<file path="config.mk">
export PLATFORM = sky130hd
export DESIGN_NAME = usb_tx_bit_timer
export DESIGN_NICKNAME = d
export VERILOG_FILES = /design/src/rtl/usb_tx_timer_pkg.sv /design/src/rtl/usb_mod_counter.sv /design/src/rtl/usb_tx_bit_timer.sv
export SDC_FILE = /design/constraint.sdc
export NUM_CORES = 1
export LEC_CHECK = 0
export ABC_CLOCK_PERIOD_IN_PS = 1900
export CAP_MARGIN = 5
export CELL_PAD_IN_SITES_DETAIL_PLACEMENT = 1
export CELL_PAD_IN_SITES_GLOBAL_PLACEMENT = 2
export CORE_UTILIZATION = 31
export DETAILED_ROUTE_END_ITERATION = 8
export MAX_ROUTING_LAYER = met4
export PLACE_DENSITY = 0.74
export RECOVER_POWER = 100
export SYNTH_ARGS = -nofsm -noshare
export SYNTH_HDL_FRONTEND = slang
export SYNTH_SLANG_ARGS = --single-unit
</file>
<file path="constraint.sdc">
create_clock -name clk -period 1.9 [get_ports clk]
set_input_delay 0.38 -clock clk [delete_from_list [all_inputs] [get_ports clk]]
set_output_delay 0.38 -clock clk [all_outputs]
set_load 0.02 [all_outputs]
</file>
<file path="src/rtl/usb_tx_timer_pkg.sv">
// Shared constants and helpers for the USB TX bit/byte/packet timer.
// Latency: n/a (package only).
// Backpressure: n/a.
//
// Provides the default timing constants for a full-speed TX path and a
// counter-width helper that never returns a zero width.
package usb_tx_timer_pkg;

    localparam int USB_DIV_NOM       = 8;
    localparam int USB_BITS_PER_BYTE = 8;
    localparam int USB_ADJ_PERIOD    = 3;
    localparam int USB_LEN_W         = 7;

    // Bits needed to hold values 0..n-1; at least one bit so degenerate
    // counters (n <= 2) still have a legal vector width.
    function automatic int clog2_cnt(input int n);
        return (n <= 2) ? 1 : $clog2(n);
    endfunction

endpackage

</file>
<file path="src/rtl/usb_mod_counter.sv">
// Modulo counter: counts 0..i_terminal and wraps, with synchronous clear.
// Latency: count updates one clock after enable; o_at_term is combinational.
// Backpressure: none; the counter advances whenever i_enable is high.
//
// Ports:
//   clk, n_rst  - clock, asynchronous active-low reset
//   i_clear     - synchronous clear to 0 (wins over enable)
//   i_enable    - advance by one (or wrap at terminal)
//   i_terminal  - last value before wrapping; may change cycle by cycle
//   o_count     - current count
//   o_at_term   - count equals i_terminal this cycle
module usb_mod_counter #(
    parameter int WIDTH = 4
) (
    input  logic             clk,
    input  logic             n_rst,
    input  logic             i_clear,
    input  logic             i_enable,
    input  logic [WIDTH-1:0] i_terminal,
    output logic [WIDTH-1:0] o_count,
    output logic             o_at_term
);

    logic [WIDTH-1:0] r_count;

    always_ff @(posedge clk or negedge n_rst) begin
        if (!n_rst) begin
            r_count <= '0;
        end else if (i_clear) begin
            r_count <= '0;
        end else if (i_enable) begin
            if (o_at_term) begin
                r_count <= '0;
            end else begin
                r_count <= r_count + WIDTH'(1);
            end
        end
    end

    assign o_count   = r_count;
    assign o_at_term = (r_count == i_terminal);

endmodule

</file>
<file path="src/rtl/usb_tx_bit_timer.sv">
// USB TX bit/byte/packet timing generator with periodic one-clock bit stretch.
// Latency: all outputs combinational from registers, timer_en and bit_stuff_en.
// Backpressure: none; timing free-runs while timer_en is high, low clears it.
//
// Ports:
//   clk, n_rst        - system clock, asynchronous active-low reset
//   timer_en          - level enable; low clears every counter on the next edge
//   bit_stuff_en      - current bit period is a stuffed bit (looked at on strobes)
//   pkt_len           - bytes per packet, captured on the enable rising cycle; 0 = unbounded
//   bit_strobe        - pulse at the end of each bit period
//   byte_almost_done  - level while the last counted bit of a byte is in flight
//   byte_done         - pulse on the strobe that completes a byte
//   pkt_done          - pulse on byte_done of the last byte of the packet
//   byte_idx          - index of the byte in progress
module usb_tx_bit_timer
    import usb_tx_timer_pkg::*;
#(
    parameter int DIV_NOM       = USB_DIV_NOM,
    parameter int ADJ_PERIOD    = USB_ADJ_PERIOD,
    parameter int BITS_PER_BYTE = USB_BITS_PER_BYTE,
    parameter int LEN_W         = USB_LEN_W
) (
    input  logic             clk,
    input  logic             n_rst,
    input  logic             timer_en,
    input  logic             bit_stuff_en,
    input  logic [LEN_W-1:0] pkt_len,
    output logic             bit_strobe,
    output logic             byte_almost_done,
    output logic             byte_done,
    output logic             pkt_done,
    output logic [LEN_W-1:0] byte_idx
);

    // Divider is wide enough for the stretched period DIV_NOM+1.
    localparam int DIV_W = clog2_cnt(DIV_NOM + 2);
    localparam int BIT_W = clog2_cnt(BITS_PER_BYTE);
    localparam int ADJ_W = clog2_cnt((ADJ_PERIOD > 0) ? ADJ_PERIOD : 1);

    localparam logic [DIV_W-1:0] DIV_TERM   = DIV_W'(DIV_NOM - 1);
    localparam logic [BIT_W-1:0] BIT_TERM   = BIT_W'(BITS_PER_BYTE - 1);
    localparam logic [ADJ_W-1:0] ADJ_TERM   = ADJ_W'((ADJ_PERIOD > 0) ? ADJ_PERIOD - 1 : 0);
    localparam logic             STRETCH_ON = (ADJ_PERIOD > 0);

    logic             r_stretch_pending;
    logic             r_en_d;
    logic [LEN_W-1:0] r_len_q;
    logic [LEN_W-1:0] r_byte_idx;

    logic             w_clear;
    logic [DIV_W-1:0] w_div_term;
    logic [DIV_W-1:0] w_div_cnt;
    logic             w_div_at_term;
    logic             w_bit_strobe;
    logic             w_bit_adv;
    logic [BIT_W-1:0] w_bit_cnt;
    logic             w_bit_at_term;
    logic             w_byte_done;
    logic             w_adj_en;
    logic [ADJ_W-1:0] w_adj_cnt;
    logic             w_adj_at_term;
    logic             w_pkt_done;
    logic             w_unused_cnt;

    assign w_clear = ~timer_en;

    // One stretched period of DIV_NOM+1 clocks follows each stretch request.
    assign w_div_term = DIV_TERM + DIV_W'(r_stretch_pending);

    usb_mod_counter #(.WIDTH(DIV_W)) u_div_cnt (
        .clk        (clk),
        .n_rst      (n_rst),
        .i_clear    (w_clear),
        .i_enable   (timer_en),
        .i_terminal (w_div_term),
        .o_count    (w_div_cnt),
        .o_at_term  (w_div_at_term)
    );

    assign w_bit_strobe = timer_en & w_div_at_term;

    // Stuffed bits take a full bit period but are not data bits.
    assign w_bit_adv = w_bit_strobe & ~bit_stuff_en;

    usb_mod_counter #(.WIDTH(BIT_W)) u_bit_cnt (
        .clk        (clk),
        .n_rst      (n_rst),
        .i_clear    (w_clear),
        .i_enable   (w_bit_adv),
        .i_terminal (BIT_TERM),
        .o_count    (w_bit_cnt),
        .o_at_term  (w_bit_at_term)
    );

    assign w_byte_done = w_bit_adv & w_bit_at_term;
    assign w_adj_en    = w_byte_done & STRETCH_ON;

    usb_mod_counter #(.WIDTH(ADJ_W)) u_adj_cnt (
        .clk        (clk),
        .n_rst      (n_rst),
        .i_clear    (w_clear),
        .i_enable   (w_adj_en),
        .i_terminal (ADJ_TERM),
        .o_count    (w_adj_cnt),
        .o_at_term  (w_adj_at_term)
    );

    // Only the terminal flags drive logic; the raw counts are folded here so
    // they are visibly consumed.
    assign w_unused_cnt = ^{w_div_cnt, w_bit_cnt, w_adj_cnt};

    // Setting wins over clearing: the request is raised on the strobe that
    // ends a byte and must survive until the strobe ending the next period.
    always_ff @(posedge clk or negedge n_rst) begin
        if (!n_rst) begin
            r_stretch_pending <= 1'b0;
        end else if (w_clear) begin
            r_stretch_pending <= 1'b0;
        end else if (w_adj_en && w_adj_at_term) begin
            r_stretch_pending <= 1'b1;
        end else if (w_bit_strobe) begin
            r_stretch_pending <= 1'b0;
        end
    end

    // Packet length is captured only on the enable rising cycle, so host-side
    // changes during a packet cannot shorten or lengthen it.
    always_ff @(posedge clk or negedge n_rst) begin
        if (!n_rst) begin
            r_en_d  <= 1'b0;
            r_len_q <= '0;
        end else begin
            r_en_d <= timer_en;
            if (timer_en && !r_en_d) begin
                r_len_q <= pkt_len;
            end
        end
    end

    assign w_pkt_done = w_byte_done & (r_len_q != '0) &
                        (r_byte_idx == r_len_q - LEN_W'(1));

    // With a zero length the index simply wraps at 2^LEN_W.
    always_ff @(posedge clk or negedge n_rst) begin
        if (!n_rst) begin
            r_byte_idx <= '0;
        end else if (w_clear) begin
            r_byte_idx <= '0;
        end else if (w_byte_done) begin
            if (w_pkt_done) begin
                r_byte_idx <= '0;
            end else begin
                r_byte_idx <= r_byte_idx + LEN_W'(1);
            end
        end
    end

    assign bit_strobe       = w_bit_strobe;
    assign byte_almost_done = timer_en & w_bit_at_term;
    assign byte_done        = w_byte_done;
    assign pkt_done         = w_pkt_done;
    assign byte_idx         = r_byte_idx;

endmodule

</file>
==> qor.csv <==
metric;value;unit
cts.path.max_buffers;2;
synth_edf_count;0;
synth_mux_area_share;6.59;%
yosysWarnings;0;
rsz0062_at_grt;yes;
finalSetupViolCount;14;
synth_fa_ha_area_share;5.14;%
synth.most_common_cell;dfrtp_1;
antenna_found_initial;0;
vias;1327;
ant_nets;0;
dieHeight;70.7;um
synth_simple_gate_area_share;21.7;%
path_max_fanout;5;
io_pins;22;
r2r-start;u_div_cnt.o_count[0];
place_ws;-781;ps
slew_viol_final;0;
routed_via_density;5.16;
tightestPinTransition;709;ps
maxCapViolations;0;
synthTopCellsByCount;25 x dfrtp_1, 10 x and3_1, 10 x xor2_1;
ir_worst_vdd;0.000301;V
cts_buffers;3;
reg2reg_depth;7;
nets;223;
synth_area_per_cell;10.5;um^2
wirelength;4.12;mm
whs_path_depth;2;
clkSinkCount;25;
end_kind;output port;
start_kind;flip-flop;
dieWidth;70.7;um
synth_top_family_by_area;simple AND/OR/NAND/NOR gates;
final_area;0.00214;mm^2
tritoncts;built;
power_per_cell_area;565;mW/mm^2
reg2reg_slack;-180;ps
hpwlAfterDp;3.18;mm
yosysTopAreaCell;dfrtp_1;
grt_usage;18.9;%
leakagePower;0.969;nW
synth_flop_cell;dfrtp_1;
period_needed;2280;ps
rows;24;
first_iter_violations;82;
hp-start;u_adj_cnt.o_count[1];
core-area;0.00444;mm^2
violations;DRC, setup timing;
grt_max_degree;26;
dr.pass1.iters;6;
fmax;439;MHz
syn_area;0.00146;mm^2
grt_pass1_vias;1509;
yosysUniqueCellTypes;38;
slew_headroom;52.7;%
clock_latency;270;ps
portBuffers;21;
status;complete, but fails checks;
grt-ovfl-total;0;
place_area;0.00204;mm^2
ys_ff_latch;25;
syn_nets;156;
fin_ws;-376;ps
initial_core_util;32.9;%
async_reset_ff_share;100;%
clk_pin_slew;90;ps
synth_compound_area_share;13.2;%
dp_cells;248;
hp-class;reg -> reg;
reg2reg_to;byte_idx[3];
synthXorXnorAreaFrac;7.79;%
synth_top_area_share;42.8;%
place.gp.congestion;0.808;
stdcell_count;257;
diodes;0;
worstHoldEndpoint;r_stretch_pending;
critPathRequiredTime;1520;ps
cp_data_arrival_time;1900;ps
cts_root_buf;clkbuf_8;
min_period_over_period;120;%
htreeDepth;1;
synth_cells;139;
skew;4.45;ps
detail_route.wl_per_cell;16.0;um
holdWs;581;ps
syn_to_final_growth;46.7;%
finalHoldViolations;0;
total_power;1.21;mW
die_area;0.00499;mm^2
ys_seq_area_share;42.8;%
drcViolationCount;6;
synthTopCellsByArea;dfrtp_1 43%, xor2_1 6.0%, ha_1 5.1%;
final_layout_size_suffix_gt1_share;37.6;%
grt_pass1_wl;7.20;mm
worst-setup-path-type;reg -> out;
-- how the worst max path moves through the flow --
stage	from	end	cells after the start
4_1_cts	r_len_q[1]	pkt_done	8
3_5_place_dp	bit_stuff_en	pkt_done	6
2_1_floorplan	u_div_cnt.o_count[0]	pkt_done	5
3_3_place_gp	bit_stuff_en	pkt_done	6
6_report	r_len_q[1]	pkt_done	8
5_1_grt	r_len_q[0]	pkt_done	8
-- final cells by class --
type / instances / area (um^2)
fillers: 518 / 2300
multi-input cells: 105 / 863
flip-flops and latches: 25 / 627
repair buffers: 66 / 520
well taps: 52 / 65.1
clock buffers: 3 / 41.3
inverters: 5 / 18.8
clock inverters: 1 / 7.51
-- metal layers --
metal | vias to the layer above | track usage (%) | share of wire (%)
met5 | - | - | 0
met3 | 8 | 3.13 | 2.5
met2 | 18 | 34.6 | 54
met4 | 0 | 6.00 | 1.7
met1 | 664 | 21.0 | 41
li1 | 637 | - | -
-- through the flow --
stage	TNS, ps	util [%]
2_1_floorplan	-220	-
3_3_place_gp	-3840	45.9
3_5_place_dp	-4820	45.9
4_1_cts	-1270	48.8
5_1_grt	-4310	48.2
6_report	-2560	48.2
-- cell usage in the layout (no fill, tap or decap), types with 2 or more instances in the layout --
| cell type | count |
|---|---|
| nand3_2 | 2 |
| nand4_1 | 2 |
| a21oi_1 | 3 |
| nor3_2 | 4 |
| mux2_2 | 5 |
| inv_2 | 2 |
| nand2b_1 | 2 |
| xor2_1 | 10 |
| nand3_1 | 5 |
| and2_1 | 2 |
| and3_1 | 10 |
| clkbuf_8 | 3 |
| clkdlybuf4s50_1 | 14 |
| nand2_1 | 4 |
| xnor2_1 | 3 |
| nand3b_1 | 4 |
| ha_2 | 2 |
| a31oi_1 | 2 |
| buf_6 | 4 |
| o21ai_0 | 5 |
| buf_4 | 36 |
| mux2i_1 | 4 |
| inv_1 | 3 |
| clkbuf_2 | 6 |
| clkbuf_1 | 4 |
| nor2_1 | 6 |
| ha_1 | 3 |
| nor2b_1 | 6 |
| dlygate4sd3_1 | 2 |
| dfrtp_1 | 24 |
-- power by group --
part           total [mW]  switching, mW  internal (mW)
Sequential          0.581         0.0216          0.559
Combinational       0.299          0.140          0.159
Clock               0.332          0.183          0.149
-- sequential cells by signal, indices dropped and copies added, names as in the netlist --
name	count
r_stretch_pending	1
u_adj_cnt.o_count	2
u_bit_cnt.o_count	3
u_div_cnt.o_count	4
r_len_q	7
r_en_d	1
byte_idx	7
-- worst max-delay path: stages, from the launching register on --
cell and delay (ps):
dfrtp_1 380, inv_2 60, ha_4 180, o21ba_4 190, a221oi_2 280, a41oi_2 70
nor3_2 170, and2_4 180, buf_6 110
-- cell families after synthesis --
family	count (synthesis)
simple gates	55
flops	25
xor+xnor	13
buf+inv	9
compound gates	22
fa+ha+maj	6
mux	9
-- what timing repair did --
item                                    CTS  global route
pin swaps                                 8             3
endpoints found under the setup margin   10            14
hold buffers                              0             0
gates resized for setup                  35             8
buffers inserted                          5             4
Note: power is estimated with default switching activity, not from simulation.
